[src/rtl/iob_tdp_ram_bist_pkg.sv]
// Shared definitions for the true-dual-port RAM BIST: FSM state encoding and
// the base test pattern byte.
package iob_tdp_ram_bist_pkg;

  typedef enum logic [2:0] {
    ST_IDLE  = 3'd0,
    ST_WR_A  = 3'd1,
    ST_RD_B  = 3'd2,
    ST_CHK_B = 3'd3,
    ST_WR_B  = 3'd4,
    ST_RD_A  = 3'd5,
    ST_CHK_A = 3'd6,
    ST_DONE  = 3'd7
  } bist_state_e;

  localparam logic [7:0] PAT_BYTE = 8'hA5;

endpackage

[src/rtl/iob_tdp_ram_bist.sv]
// Two-pass BIST for a true-dual-port synchronous RAM: write via A / read via B
// with P(i), then write via B / read via A with ~P(i), comparing every word.
import iob_tdp_ram_bist_pkg::*;

module iob_tdp_ram_bist #(
  parameter int DATA_W = 8,
  parameter int ADDR_W = 4
) (
  input  logic              clk,
  input  logic              rst,
  input  logic              start,
  output logic              en_a,
  output logic              we_a,
  output logic [ADDR_W-1:0] addr_a,
  output logic [DATA_W-1:0] data_a,
  input  logic [DATA_W-1:0] q_a,
  output logic              en_b,
  output logic              we_b,
  output logic [ADDR_W-1:0] addr_b,
  output logic [DATA_W-1:0] data_b,
  input  logic [DATA_W-1:0] q_b,
  output logic              busy,
  output logic              done,
  output logic              fail,
  output logic [ADDR_W-1:0] fail_addr,
  output logic [ADDR_W+1:0] err_cnt,
  output bist_state_e       state_dbg
);

  localparam int REP = (DATA_W + 7) / 8;
  localparam logic [REP*8-1:0]  PAT_REP = {REP{PAT_BYTE}};
  localparam logic [DATA_W-1:0] PAT_W   = PAT_REP[DATA_W-1:0];

  // P(i): address zero-extended or truncated to the word width, XOR the pattern.
  function automatic logic [DATA_W-1:0] pattern(input logic [ADDR_W-1:0] i);
    return DATA_W'(i) ^ PAT_W;
  endfunction

  bist_state_e       state, state_nxt;
  logic [ADDR_W-1:0] cnt, cnt_nxt;
  logic              last;
  logic              accept;

  // Compare pipeline: expected word and address of the read issued last cycle.
  logic              chk_v;
  logic              chk_on_a;
  logic [DATA_W-1:0] chk_exp;
  logic [ADDR_W-1:0] chk_addr;
  logic [DATA_W-1:0] q_sel;
  logic              miscmp;

  logic wr_a_n, rd_a_n, wr_b_n, rd_b_n;

  assign last      = &cnt;
  assign accept    = (state == ST_IDLE) && start;
  assign state_dbg = state;
  assign q_sel     = chk_on_a ? q_a : q_b;
  assign miscmp    = chk_v && (q_sel != chk_exp);

  // Valid/ready is not used here: start is a plain request pulse, accepted only
  // in IDLE, and the RAM ports are fire-and-forget with fixed one-cycle latency.
  always_comb begin
    state_nxt = state;
    cnt_nxt   = '0;
    case (state)
      ST_IDLE:  if (start) state_nxt = ST_WR_A;
      ST_WR_A: begin
        cnt_nxt = cnt + 1'b1;
        if (last) state_nxt = ST_RD_B;
      end
      ST_RD_B: begin
        cnt_nxt = cnt + 1'b1;
        if (last) state_nxt = ST_CHK_B;
      end
      ST_CHK_B: state_nxt = ST_WR_B;
      ST_WR_B: begin
        cnt_nxt = cnt + 1'b1;
        if (last) state_nxt = ST_RD_A;
      end
      ST_RD_A: begin
        cnt_nxt = cnt + 1'b1;
        if (last) state_nxt = ST_CHK_A;
      end
      ST_CHK_A: state_nxt = ST_DONE;
      ST_DONE:  state_nxt = ST_IDLE;
      default:  state_nxt = ST_IDLE;
    endcase
  end

  assign wr_a_n = (state_nxt == ST_WR_A);
  assign rd_a_n = (state_nxt == ST_RD_A);
  assign wr_b_n = (state_nxt == ST_WR_B);
  assign rd_b_n = (state_nxt == ST_RD_B);

  // Port outputs are registered from the next state so they line up with the
  // state/counter of the cycle in which they are driven.
  always_ff @(posedge clk or posedge rst) begin
    if (rst) begin
      state     <= ST_IDLE;
      cnt       <= '0;
      en_a      <= 1'b0;
      we_a      <= 1'b0;
      addr_a    <= '0;
      data_a    <= '0;
      en_b      <= 1'b0;
      we_b      <= 1'b0;
      addr_b    <= '0;
      data_b    <= '0;
      busy      <= 1'b0;
      done      <= 1'b0;
      fail      <= 1'b0;
      fail_addr <= '0;
      err_cnt   <= '0;
      chk_v     <= 1'b0;
      chk_on_a  <= 1'b0;
      chk_exp   <= '0;
      chk_addr  <= '0;
    end else begin
      state    <= state_nxt;
      cnt      <= cnt_nxt;
      en_a     <= wr_a_n || rd_a_n;
      we_a     <= wr_a_n;
      addr_a   <= (wr_a_n || rd_a_n) ? cnt_nxt : '0;
      data_a   <= wr_a_n ? pattern(cnt_nxt) : '0;
      en_b     <= wr_b_n || rd_b_n;
      we_b     <= wr_b_n;
      addr_b   <= (wr_b_n || rd_b_n) ? cnt_nxt : '0;
      data_b   <= wr_b_n ? ~pattern(cnt_nxt) : '0;
      busy     <= !((state_nxt == ST_IDLE) || (state_nxt == ST_DONE));
      chk_v    <= (state == ST_RD_B) || (state == ST_RD_A);
      chk_on_a <= (state == ST_RD_A);
      chk_exp  <= (state == ST_RD_A) ? ~pattern(cnt) : pattern(cnt);
      chk_addr <= cnt;
      if (accept) begin
        done      <= 1'b0;
        fail      <= 1'b0;
        fail_addr <= '0;
        err_cnt   <= '0;
      end else begin
        if (state_nxt == ST_DONE) done <= 1'b1;
        if (miscmp) begin
          if (!(&err_cnt)) err_cnt <= err_cnt + 1'b1;
          if (!fail) begin
            fail      <= 1'b1;
            fail_addr <= chk_addr;
          end
        end
      end
    end
  end

endmodule

[config.mk]
export PLATFORM = sky130hd
export DESIGN_NAME = iob_tdp_ram_bist
export DESIGN_NICKNAME = d
export VERILOG_FILES = /design/src/rtl/iob_tdp_ram_bist_pkg.sv /design/src/rtl/iob_tdp_ram_bist.sv
export SDC_FILE = /design/constraint.sdc
export NUM_CORES = 1
export LEC_CHECK = 0
export ABC_AREA = 1
export BUFFER_PORTS_ARGS = -buffer_cell sky130_fd_sc_hd__buf_2
export CELL_PAD_IN_SITES_DETAIL_PLACEMENT = 1
export CELL_PAD_IN_SITES_GLOBAL_PLACEMENT = 1
export CORE_MARGIN = 2
export CORE_UTILIZATION = 35
export DETAILED_ROUTE_END_ITERATION = 10
export MAX_ROUTING_LAYER = met4
export PLACE_DENSITY = 0.83
export SKIP_CTS_REPAIR_TIMING = 1
export SYNTH_ARGS = -nofsm -noshare
export SYNTH_HDL_FRONTEND = slang
export SYNTH_SLANG_ARGS = --single-unit
export TNS_END_PERCENT = 10
[constraint.sdc]
create_clock -name clk -period 2.65 [get_ports clk]
set_clock_uncertainty 0.15 [all_clocks]
set_input_delay 0.265 -clock clk [delete_from_list [all_inputs] [get_ports clk]]
set_output_delay 0.265 -clock clk [all_outputs]
set_load 0.1 [all_outputs]
Word-level counts from Yosys, hierarchy flattened
Cells that the tools add are included.

cells by class
  add/sub/neg operators = 2
  equal/unequal tests = 15
  mux-type cells = 23
  bitwise gates (word level) = 4
  reductions and logical operators = 16

operators with widths
  kind                 number
  $mux 8               4
  $mux 4               6
  $pmux 3 s8           1
  $eq 3x3->1 const B   7
  $mux 6               3
  $not 8->8            2
  $mux 3               5
  $eq 3x2->1 const B   3
  $ne 8x8->1           1
  $not 2->4            2
  $add 6x1->6 const B  1
  $eq 3x1->1 const B   2
  $logic_not 3->1      2
  $reduce_and 6->1     1
  $add 4x1->4 const B  1
  $logic_or 1x1->1     4
  $mux 1               4
  $reduce_and 2->1     2
  $reduce_and 4->1     1
  $reduce_bool 2->1    2
  $reduce_or 4->1      1
  $logic_and 1x1->1    2
  $ne 2x1->1 const B   1
  $ne 2x2->1 const B   1
  $logic_not 1->1      1

storage, ports and cells
  flip-flop bits (word level) = 62
  input port bits = 19
  word-level logic and storage cells = 79

Longest topological paths before layout
  word-level depth = 6
  mapped depth = 13

Least setup slack after synthesis
Ideal clock, no wire load.

  kind = reg-to-reg
  from = register err_cnt[0]
  to = register err_cnt[2]
  data arrival time = 2.002 ns
  data required time = 2.433 ns
  path slack = 0.431 ns
  stages on the path, launching flop included = 8
  buffers on the path = 0
  cells stage by stage = dfrtp_1 ha_1 nand3_1 nor3_1 nand2_1 nand2_4 nand2_1 nand2_1

on the way
  cells in the longest elaborated chain, start to end = 4

RTL lines
  element                 RTL line                 RTL
  start, declared         iob_tdp_ram_bist.sv:26   output logic [ADDR_W+1:0] err_cnt,
  start signal, assigned  iob_tdp_ram_bist.sv:142  if (!(&err_cnt)) err_cnt <= err_cnt + 1'b1;
  $add 6x1->6             iob_tdp_ram_bist.sv:142
  $mux 6                  iob_tdp_ram_bist.sv:142
  $mux 6                  iob_tdp_ram_bist.sv:141  if (miscmp) begin
  $mux 6                  iob_tdp_ram_bist.sv:134  if (accept) begin

Parallel ways exist; a longest one is shown, timed or not. The select of a mux whose other input is x is not followed.
A chain may end at the register's enable or synchronous reset.

Worst setup path after layout
  from = register cnt[0]
  to = register data_a[1]

on the way
  cells in the longest elaborated chain, start to end = 5

RTL lines
  element                    RTL line                 RTL
  start, declared            iob_tdp_ram_bist.sv:40   logic [ADDR_W-1:0] cnt, cnt_nxt;
  start signal, assigned     iob_tdp_ram_bist.sv:120  cnt <= cnt_nxt;
  $reduce_and 4->1           iob_tdp_ram_bist.sv:54   assign last = &cnt;
  $mux 3 (on tied branches)  n/a
  $pmux 3 s8                 iob_tdp_ram_bist.sv:65   case (state)
  $eq 3x1->1                 iob_tdp_ram_bist.sv:90   assign wr_a_n = (state_nxt == ST_WR_A);
  $mux 8 (*)                 iob_tdp_ram_bist.sv:124  data_a <= wr_a_n ? pattern(cnt_nxt) : '0;
  end signal, assigned       iob_tdp_ram_bist.sv:124
  end, declared              iob_tdp_ram_bist.sv:15   output logic [DATA_W-1:0] data_a,

Mark *: on every way between the ends. The rest lies on a longest branch, timed or not.

==> reports/metrics.yaml <==
status: "complete, no violations"
yosys_warnings: 0
fin_cells: 414
final_util_pct: 43.5
vias: 1847
firstDrtPassIters: 4
die_y_um: 85.7
core_um2: 6390
grt_pass1_wl_mm: 9.32
synth_area_leaders: "dfrtp_1, nand2_1, inv_1"
drv_cap: 0
area.growth.synth_to_final_pct: 19.0
synth-edff-count: 0
antennaDiodeCount: 0
insertion_delay_ps: 300
slew_violations: 0
cts_root_buf: "clkbuf_8"
cts_buffer_depth: 2
die_area_um2: 7340
synthFlopType: "dfrtp_1"
hold_viol: 0
r2r_setup_slack_ps: 750
ys_async_sr_fraction_pct: 100
yosys.area.top_type: "dfrtp_1"
reg2reg_depth: 8
dieWidth_um: 85.7
htree_levels: 2
drive_gt1_share_pct: 26.7
ys_types: 25
whs_path_depth: 5
nFillCells: 808
whs_ps: 208
dp_hpwl_mm: 4.21
tritoncts: "yes"
grt_max_degree: 21
routabilityCongestion: 0.849
tns_ps: 0
row_count: 29
antenna_found_initial: 0
critPathKind: "flop to flop"
period_needed_ps: 1900
crit_fanout: 5
min_to: "state_dbg[0]$_DFF_PP0_"
worstHoldStart: "start"
nNetsFinal: 357
worstPathArrival_ps: 1990
timing.final.crit_share_pct: 71.8
grtUsageTotal_pct: 16.3
drt-total-wl_mm: 5.30
rsz0062_at_grt: "no"
clk_pin_slew_ps: 100
cts_num_sinks: 51
grt_remaining_overflow: 0
fmax_ghz: 0.525
place_inst: 405
worst_r2r_endpoint: "data_a[1]$_DFF_PP0_"
postRouteAntennaNets: 0
cp.required_ps: 2730
drt_iter0_drc: 79
start_util_pct: 36.6
synth-seq-cells: 51
first_global_vias: 2023
synth.avg_cell_area_um2: 8.52
wl_per_cell_um: 12.8
start_kind: "flop"
port_buffers: 58
holdCritPathClass: "primary input to flop"
cts-buffers-inserted: 5
ios: 63
reg2reg_from: "cnt[0]$_DFF_PP0_"
netlist_area_um2: 2330
viasPerCell: 4.46
drc: 0
ys_seq_area_share_pct: 54.7
critPathCaptureType: "flop"
synth_top_area_share_pct: 54.7
setup_viol: 0
postSynthCellCount: 274
[worst max-delay path by stage]
stage / from / endpoint / slack [ps] / cells past startpoint
finish: cnt[0]$_DFF_PP0_ / data_a[1]$_DFF_PP0_ / 750 / 8
global placement: cnt[0]$_DFF_PP0_ / data_a[1]$_DFF_PP0_ / 790 / 8
floorplan: err_cnt[0]$_DFFE_PP0P_ / err_cnt[2]$_DFFE_PP0P_ / 430 / 7
CTS: cnt[0]$_DFF_PP0_ / data_a[1]$_DFF_PP0_ / 710 / 8
detailed placement: cnt[0]$_DFF_PP0_ / data_a[3]$_DFF_PP0_ / 740 / 8
global route: cnt[1]$_DFF_PP0_ / data_a[2]$_DFF_PP0_ / 560 / 8
[through the flow]
stage	cell area, um^2	worst slack, ps
floorplan	2350	431
global placement	2680	794
detailed placement	2680	737
CTS	2770	705
global route	2780	555
finish	2780	746
[kinds of logic after synthesis]
group	Yosys count	synth area share (%)
compound gates	6	1.61
flops	51	54.7
other cells	1	0.161
buf+inv	58	11.1
xor+xnor	10	3.75
simple gates	146	27.6
fa+ha+maj	2	1.07
[cell usage in the layout, fill, tap and decap left out]
master	Yosys	routed
nand2_2	8	8
inv_6	1	2
clkinv_2	0	1
xnor2_1	4	4
a21oi_1	2	2
a21oi_2	1	1
nor2_2	2	2
inv_2	2	3
xor2_1	6	6
ha_1	2	2
nand2_1	63	63
conb_1	1	4
buf_2	0	58
nand4_1	1	1
nand3_1	17	17
dlygate4sd3_1	0	1
nor3_1	3	3
buf_4	8	2
dfrtp_1	51	51
clkinv_4	0	1
nand3_2	3	3
nand2_4	2	2
inv_1	46	45
nand3b_1	1	1
nor2_1	45	45
clkbuf_8	0	5
nor3_2	1	1
o21ai_0	2	2
o21ai_2	1	1
[routing by layer]
| layer | vias to the layer above | track usage (%) | routed length, um |
|---|---|---|---|
| li1 | 926 | - | - |
| met1 | 874 | 20.0 | 2340 |
| met2 | 43 | 28.0 | 2670 |
| met3 | 4 | 3.56 | 269 |
| met4 | 0 | 3.03 | 20 |
| met5 | - | - | 0 |
[Yosys cell counts, types with 2 or more instances]
master,n
nand3_2,3
nor2_1,45
a21oi_1,2
nand3_1,17
xnor2_1,4
nor2_2,2
o21ai_0,2
nand2_2,8
buf_4,8
inv_1,46
nand2_1,63
inv_2,2
dfrtp_1,51
xor2_1,6
ha_1,2
nor3_1,3
nand2_4,2
[final cells by class]
class | instances | area, um^2 | area share (%)
inverters | 49 | 189 | 6.80
repair buffers | 61 | 315 | 11.4
clock inverters | 3 | 22.5 | 0.811
clock buffers | 5 | 68.8 | 2.48
well taps | 77 | 96.3 | 3.47
flip-flops and latches | 51 | 1280 | 45.9
multi-input cells | 168 | 810 | 29.1
[registers in the layout (all words and copies together) (netlist names)]
signal / count
chk_exp: 6
err_cnt: 6
data_a: 5
data_b: 5
addr_a: 4
addr_b: 4
chk_addr: 4
cnt: 4
fail_addr: 4
state_dbg: 3
busy: 1
chk_v: 1
done: 1
en_a: 1
en_b: 1
fail: 1
[critical path, stage by stage (launching register included)]
cell and delay (ps):
dfrtp_1 450, ha_1 240, nand3_2 130, a21oi_2 150, xnor2_1 150, nand2_2 130
nor2_2 150, nand2_1 150, nor2_1 140
Power is left out: the tool's default activity adds up to more than one toggle a clock period on the data nets, which glitch-free logic cannot reach.
